==> src/rtl/stopwatch_lap_ctrl_if.sv <==
// Lap readout channel between the stopwatch control block (master) and the
// display/readout consumer (slave): valid/ready head-of-FIFO plus status.
interface stopwatch_lap_ctrl_if #(
   parameter int LAP_DEPTH = 4
);
   localparam int CW = $clog2(LAP_DEPTH) + 1;

   logic          lap_valid;
   logic          lap_ready;
   logic [11:0]   lap_data;
   logic [CW-1:0] lap_count;
   logic          lap_overflow;

   modport master (
      output lap_valid,
      output lap_data,
      output lap_count,
      output lap_overflow,
      input  lap_ready
   );

   modport slave (
      input  lap_valid,
      input  lap_data,
      input  lap_count,
      input  lap_overflow,
      output lap_ready
   );
endinterface

==> src/rtl/stopwatch_lap_ctrl.sv <==
// Run/pause/clear sequencer with count-enable prescaler and a lap FIFO that
// snapshots {minutes, seconds} for a valid/ready readout consumer.
module stopwatch_lap_ctrl #(
   parameter int TICK_DIV  = 100,
   parameter int LAP_DEPTH = 4
) (
   input  logic                  clk,
   input  logic                  rst_n,
   input  logic                  start,
   input  logic                  stop,
   input  logic                  reset,
   input  logic                  lap,
   input  logic [5:0]            cur_min,
   input  logic [5:0]            cur_sec,
   output logic                  count_en,
   output logic                  cnt_clr,
   output logic [1:0]            status,
   stopwatch_lap_ctrl_if.master  lap_if
);

   localparam int PW = $clog2(TICK_DIV);
   localparam int AW = $clog2(LAP_DEPTH);
   localparam int CW = AW + 1;
   localparam logic [PW-1:0] PRE_MAX = PW'(TICK_DIV - 1);
   localparam logic [CW-1:0] DEPTH_C = CW'(LAP_DEPTH);

   typedef enum logic [1:0] {
      ST_IDLE    = 2'b00,
      ST_RUNNING = 2'b01,
      ST_PAUSED  = 2'b10
   } state_e;

   state_e        state_q, state_d;
   logic [PW-1:0] presc_q, presc_d;
   logic          count_en_q, count_en_d;
   logic          cnt_clr_q, cnt_clr_d;

   logic [11:0]   mem_q [LAP_DEPTH];
   logic [AW-1:0] wr_ptr_q, wr_ptr_d;
   logic [AW-1:0] rd_ptr_q, rd_ptr_d;
   logic [CW-1:0] count_q, count_d;
   logic          valid_q, valid_d;
   logic [11:0]   head_q, head_d;
   logic          ovf_q, ovf_d;

   logic          running_s;
   logic          wrap_s;
   logic          pop_s;
   logic          full_s;
   logic          lap_act_s;
   logic          push_s;
   logic [11:0]   lap_word_s;
   logic [AW-1:0] rd_next_s;

   // Next-state logic: reset dominates, stop dominates start.
   always_comb begin
      state_d = state_q;
      if (reset) begin
         state_d = ST_IDLE;
      end else begin
         case (state_q)
            ST_IDLE: begin
               if (start && !stop) state_d = ST_RUNNING;
               else                state_d = ST_IDLE;
            end
            ST_RUNNING: begin
               if (stop) state_d = ST_PAUSED;
               else      state_d = ST_RUNNING;
            end
            ST_PAUSED: begin
               if (stop)       state_d = ST_PAUSED;
               else if (start) state_d = ST_RUNNING;
               else            state_d = ST_PAUSED;
            end
            default: state_d = ST_IDLE;
         endcase
      end
   end

   // Prescaler advances only while running; the tick is cancelled by a clear.
   always_comb begin
      running_s  = (state_q == ST_RUNNING);
      wrap_s     = running_s && (presc_q == PRE_MAX);
      presc_d    = presc_q;
      if (reset) begin
         presc_d = '0;
      end else if (running_s) begin
         if (wrap_s) presc_d = '0;
         else        presc_d = presc_q + PW'(1);
      end else begin
         presc_d = presc_q;
      end
      count_en_d = wrap_s && !reset;
      cnt_clr_d  = reset;
   end

   // FIFO control: push, pop, occupancy, sticky overflow and registered head.
   always_comb begin
      lap_word_s = {cur_min, cur_sec};
      pop_s      = valid_q && lap_if.lap_ready && !reset;
      full_s     = (count_q == DEPTH_C);
      lap_act_s  = lap && !reset && (state_q != ST_IDLE);
      push_s     = lap_act_s && (!full_s || pop_s);
      rd_next_s  = rd_ptr_q + AW'(1);

      wr_ptr_d = wr_ptr_q;
      rd_ptr_d = rd_ptr_q;
      count_d  = count_q;
      ovf_d    = ovf_q;
      head_d   = head_q;

      if (reset) begin
         wr_ptr_d = '0;
         rd_ptr_d = '0;
         count_d  = '0;
         ovf_d    = 1'b0;
         head_d   = 12'h000;
      end else begin
         if (push_s) wr_ptr_d = wr_ptr_q + AW'(1);
         else        wr_ptr_d = wr_ptr_q;
         if (pop_s)  rd_ptr_d = rd_next_s;
         else        rd_ptr_d = rd_ptr_q;

         case ({push_s, pop_s})
            2'b10:   count_d = count_q + CW'(1);
            2'b01:   count_d = count_q - CW'(1);
            default: count_d = count_q;
         endcase

         if (lap_act_s && full_s && !pop_s) ovf_d = 1'b1;
         else                               ovf_d = ovf_q;

         // Head tracks what rd_ptr will point at after this edge.
         if (pop_s) begin
            if (count_q > CW'(1)) head_d = mem_q[rd_next_s];
            else if (push_s)      head_d = lap_word_s;
            else                  head_d = 12'h000;
         end else if (count_q == CW'(0) && push_s) begin
            head_d = lap_word_s;
         end else begin
            head_d = head_q;
         end
      end
      valid_d = (count_d != CW'(0));
   end

   // Control and tick registers.
   always_ff @(posedge clk or negedge rst_n) begin
      if (!rst_n) begin
         state_q    <= ST_IDLE;
         presc_q    <= '0;
         count_en_q <= 1'b0;
         cnt_clr_q  <= 1'b0;
      end else begin
         state_q    <= state_d;
         presc_q    <= presc_d;
         count_en_q <= count_en_d;
         cnt_clr_q  <= cnt_clr_d;
      end
   end

   // FIFO storage, pointers and readout registers.
   always_ff @(posedge clk or negedge rst_n) begin
      if (!rst_n) begin
         for (int i = 0; i < LAP_DEPTH; i++) mem_q[i] <= 12'h000;
         wr_ptr_q <= '0;
         rd_ptr_q <= '0;
         count_q  <= '0;
         valid_q  <= 1'b0;
         head_q   <= 12'h000;
         ovf_q    <= 1'b0;
      end else begin
         if (push_s) mem_q[wr_ptr_q] <= lap_word_s;
         wr_ptr_q <= wr_ptr_d;
         rd_ptr_q <= rd_ptr_d;
         count_q  <= count_d;
         valid_q  <= valid_d;
         head_q   <= head_d;
         ovf_q    <= ovf_d;
      end
   end

   assign count_en            = count_en_q;
   assign cnt_clr             = cnt_clr_q;
   assign status              = state_q;
   assign lap_if.lap_valid    = valid_q;
   assign lap_if.lap_data     = head_q;
   assign lap_if.lap_count    = count_q;
   assign lap_if.lap_overflow = ovf_q;

endmodule

==> src/flat_wrapper.sv <==
// flat-port wrapper written by rule: the top's interface ports become plain ports
module stopwatch_lap_ctrl_flat 
#(
   parameter int TICK_DIV  = 100,
   parameter int LAP_DEPTH = 4
)
  (clk, rst_n, start, stop, reset, lap, cur_min, cur_sec, count_en, cnt_clr, status, lap_if_lap_valid, lap_if_lap_data, lap_if_lap_count, lap_if_lap_overflow, lap_if_lap_ready);
  stopwatch_lap_ctrl_if #(.LAP_DEPTH(LAP_DEPTH)) lap_if_i ();
  input  logic clk;
  input  logic rst_n;
  input  logic start;
  input  logic stop;
  input  logic reset;
  input  logic lap;
  input  logic [5:0] cur_min;
  input  logic [5:0] cur_sec;
  output logic count_en;
  output logic cnt_clr;
  output logic [1:0] status;
  output wire logic [$bits(lap_if_i.lap_valid)-1:0] lap_if_lap_valid;
  output wire logic [$bits(lap_if_i.lap_data)-1:0] lap_if_lap_data;
  output wire logic [$bits(lap_if_i.lap_count)-1:0] lap_if_lap_count;
  output wire logic [$bits(lap_if_i.lap_overflow)-1:0] lap_if_lap_overflow;
  input wire logic [$bits(lap_if_i.lap_ready)-1:0] lap_if_lap_ready;
  assign lap_if_lap_valid = lap_if_i.lap_valid;
  assign lap_if_lap_data = lap_if_i.lap_data;
  assign lap_if_lap_count = lap_if_i.lap_count;
  assign lap_if_lap_overflow = lap_if_i.lap_overflow;
  assign lap_if_i.lap_ready = lap_if_lap_ready;
  stopwatch_lap_ctrl #(.TICK_DIV(TICK_DIV), .LAP_DEPTH(LAP_DEPTH)) u_core (.clk(clk), .rst_n(rst_n), .start(start), .stop(stop), .reset(reset), .lap(lap), .cur_min(cur_min), .cur_sec(cur_sec), .count_en(count_en), .cnt_clr(cnt_clr), .status(status), .lap_if(lap_if_i));
endmodule
==> config.mk <==
export PLATFORM = sky130hd
export DESIGN_NAME = stopwatch_lap_ctrl_flat
export DESIGN_NICKNAME = d
export VERILOG_FILES = /design/src/rtl/stopwatch_lap_ctrl_if.sv /design/src/rtl/stopwatch_lap_ctrl.sv /design/src/flat_wrapper.sv
export SDC_FILE = /design/constraint.sdc
export NUM_CORES = 1
export LEC_CHECK = 0
export ABC_AREA = 1
export ABC_CLOCK_PERIOD_IN_PS = 2600
export CELL_PAD_IN_SITES_DETAIL_PLACEMENT = 0
export CELL_PAD_IN_SITES_GLOBAL_PLACEMENT = 1
export CORE_ASPECT_RATIO = 0.9
export CORE_MARGIN = 4
export CORE_UTILIZATION = 45
export DETAILED_ROUTE_END_ITERATION = 16
export PLACE_DENSITY_LB_ADDON = 0.25
export SLEW_MARGIN = 20
export SYNTH_ARGS = -nofsm -noshare
export SYNTH_HDL_FRONTEND = slang
export SYNTH_SLANG_ARGS = --single-unit
==> constraint.sdc <==
create_clock -name clk -period 2.6 [get_ports clk]
set_input_delay 0.52 -clock clk [delete_from_list [all_inputs] [get_ports clk]]
set_output_delay 0.52 -clock clk [all_outputs]
set_load 0.005 [all_outputs]
==> flow_summary.ini <==
[status]
status = complete, no violations

[yosys]
ys_seq_area_frac = 0.4564
synthTopCellsByArea = dfrtp_1 (46%), nand2_1 (18%), inv_1 (7.2%)
synth.top_cell.area_share = 0.4564
avgSynthCellArea_um2 = 7.642
ys_seq_elements = 80
synth_edf_count = 0
netlist_instances = 574
synth_largest_area_cell = dfrtp_1
postSynth.asyncResetShare = 1.000
yosysWarnings = 0
syn_area_um2 = 4387
synth-main-ff-cell = dfrtp_1
synth.distinct_cells = 30
synth.net_count = 604

[cells_and_area]
nNetsFinal = 643
diodes = 0
fin_util = 0.5438
fill_cells = 925
seqCellArea_um2 = 2002
area_growth_pct = 15.17
multi_input_area_um2 = 1879
drive_gt1_frac = 0.09385

[worst_hold_path]
hold_path.class = in -> async

[sta]
timing.fmax_mhz = 452.7
period_share = 0.8497
slew_headroom = 0.5984
finalCriticalPeriod_ns = 2.209
rsz0062_at_grt = no
tns_ns = 0
setup_ws_ns = 0.3908
maxSlewViolCount = 0
hold_viol_final = 0
tightest_slew_ns = 0.5960
skew_ns = 0.006938
setup_violations = 0

[clock_network]
cts-root-buf = clkbuf_8
clkSinkCount = 80
cts_setup_buffers = 0
cts_buffers = 9
cts_tree = yes
clock_latency_ns = 0.36
clockBufferDepth = 2
htreeDepth = 3
postCtsHoldBufs = 0
cts-resized-gates = 0
clk_pin_slew_ns = 0.09

[grt]
grt_use_total = 0.1969
met3_usage = 0.03524
antenna_found_initial = 0
globalRouteMet2Util = 0.3207
top_usage_layer = met2
grt_pass1_vias = 3535
overflow = 0
grt_use_met1 = 0.2766
grt_pass1_wl_um = 17700
grt_max_degree = 40

[floorplan]
die_area_um2 = 11390
ios = 40
fp-row-count = 33
coreArea_um2 = 9290
initial_core_util = 0.4722
die_h_um = 101.7
die_width_um = 112.1

[pwr]
p_per_area_nw_per_um2 = 558.9
peakVddDrop_mv = 0.2616
leakage_nw = 2.531

[routing]
postRouteAntennaNets = 0
drtPass1Iterations = 6
drtIter0Drc = 212
remaining_drc_errors = 0
drt-vias-per-instance = 4.892
wl_um = 10470
vias = 3620
wl_per_cell_um = 14.14

[worst_setup_path]
worstPathArrival_ns = 2.44
regToRegSetupSlack_ns = 0.39
critPathLaunchType = flop
cp-end-kind = flop
cp.required_ns = 2.83
worstSetupPathType = reg -> reg
r2r_cells = 12
cp_max_fo = 13
worstReg2RegEnd = u_core.lap_if.lap_valid
reg2reg_from = u_core.lap_if.lap_count[0]

[run]
maxCapViolCount = 0

[placed_design]
gp_congestion = 0.8471
dpl.hpwl_um = 7469
portBuffers = 39
place_ws_ns = 0.1885
==> placed cells by master (no fill, tap or decap), types with 2 or more instances in the layout <==
master             n
nand2_1          208
inv_1             84
dfrtp_1           80
clkdlybuf4s50_1   38
o21ai_1           32
nand3_1           31
o21ai_0           26
nor2_1            20
a21oi_1           17
o21ai_2           16
buf_4             14
ha_1              11
clkbuf_8           9
nand2_4            6
nand4_1            4
inv_6              3
clkinvlp_4         3
nor3_1             2
o21bai_1           2
==> where the power goes <==
part	leakage, nW	switching [mW]	total [mW]	internal [mW]
Combinational	1.36	0.261	0.452	0.191
Sequential	1.07	0.0664	1.42	1.35
Clock	0.0929	0.497	0.951	0.454
Total	2.53	0.825	2.82	2.00
==> sequential cells by signal, summed over array words and instances, names as in the netlist <==
name                        flops
u_core.cnt_clr                  1
u_core.lap_if.lap_overflow      1
u_core.presc_q                  7
u_core.count_en                 1
u_core.lap_if.lap_data         12
u_core.mem_q                   48
u_core.lap_if.lap_count         3
u_core.rd_ptr_q                 2
u_core.status                   2
u_core.lap_if.lap_valid         1
u_core.wr_ptr_q                 2
==> how the worst max path moves through the flow <==
stage | depth (start not counted) | slack, ns | end | start
6_report | 12 | 0.39 | u_core.lap_if.lap_valid | u_core.lap_if.lap_count[0]
5_1_grt | 12 | 0.26 | u_core.lap_if.lap_valid | u_core.lap_if.lap_count[0]
4_1_cts | 12 | 0.41 | u_core.lap_if.lap_valid | u_core.lap_if.lap_count[0]
3_5_place_dp | 11 | 0.19 | u_core.lap_if.lap_valid | reset
3_3_place_gp | 11 | 0.28 | u_core.lap_if.lap_valid | reset
2_1_floorplan | 12 | 0.81 | u_core.lap_if.lap_valid | u_core.lap_if.lap_count[0]
==> cell type report <==
| class | count | share of cell area |
|---|---|---|
| Inverter | 86 | 0.06538 |
| Sequential cell | 80 | 0.3962 |
| Clock buffer | 9 | 0.02452 |
| Timing Repair Buffer | 52 | 0.09609 |
| Multi-Input combinational cell | 384 | 0.3720 |
| Tap cell | 122 | 0.03021 |
| Clock inverter | 7 | 0.01560 |
==> cell families after synthesis <==
group,count (synthesis),share of synthesized area
and+or+nand+nor,275,0.2664
buffers and inverters,110,0.1152
AOI/OAI and AO/OA,97,0.1286
DFF,80,0.4564
adders and majority gates,11,0.03137
xor gates and xnor gates,1,0.001997
==> synthesized netlist by cell type, types with 2 or more instances <==
cell / number
o21ai_2: 16
buf_6: 8
o21ai_1: 32
ha_1: 11
o21ai_0: 26
buf_2: 8
nand3_1: 31
a21oi_1: 17
nor2_1: 20
nand4_1: 4
nand2_4: 6
buf_4: 4
o21bai_1: 2
nand2_1: 208
nor3_1: 2
dfrtp_1: 80
clkbuf_1: 3
inv_1: 84
==> metal layers <==
metal / share of wire / vias up
met5: 0 / -
met4: 0.0075 / 0
met3: 0.048 / 8
met2: 0.44 / 99
met1: 0.51 / 1649
li1: - / 1864
==> through the flow <==
| step | cell area, um2 | total power, mW | hold WS (ns) | cells |
|---|---|---|---|---|
| detailed placement | 4850 | 1.899 | 0.4681 | 724 |
| floorplan | 4387 | 1.703 | 0.2244 | 574 |
| global placement | 4850 | 1.888 | 0.4648 | 724 |
| finish | 5052 | 2.824 | 0.1113 | 740 |
| CTS | 5052 | 2.860 | 0.1272 | 740 |
| global route | 5052 | 2.986 | 0.1535 | 740 |
==> critical path: stages (launching register included) <==
cell and delay [ns]:
dfrtp_1 0.45, inv_1 0.15, ha_1 0.20, nand2_1 0.06
inv_1 0.11, nand2_4 0.12, nand2_4 0.14, inv_8 0.06
ha_1 0.23, nand2_1 0.09, o21ai_0 0.10, o21ai_0 0.25
nand3_1 0.11
Note: power is estimated with default switching activity, not from simulation.
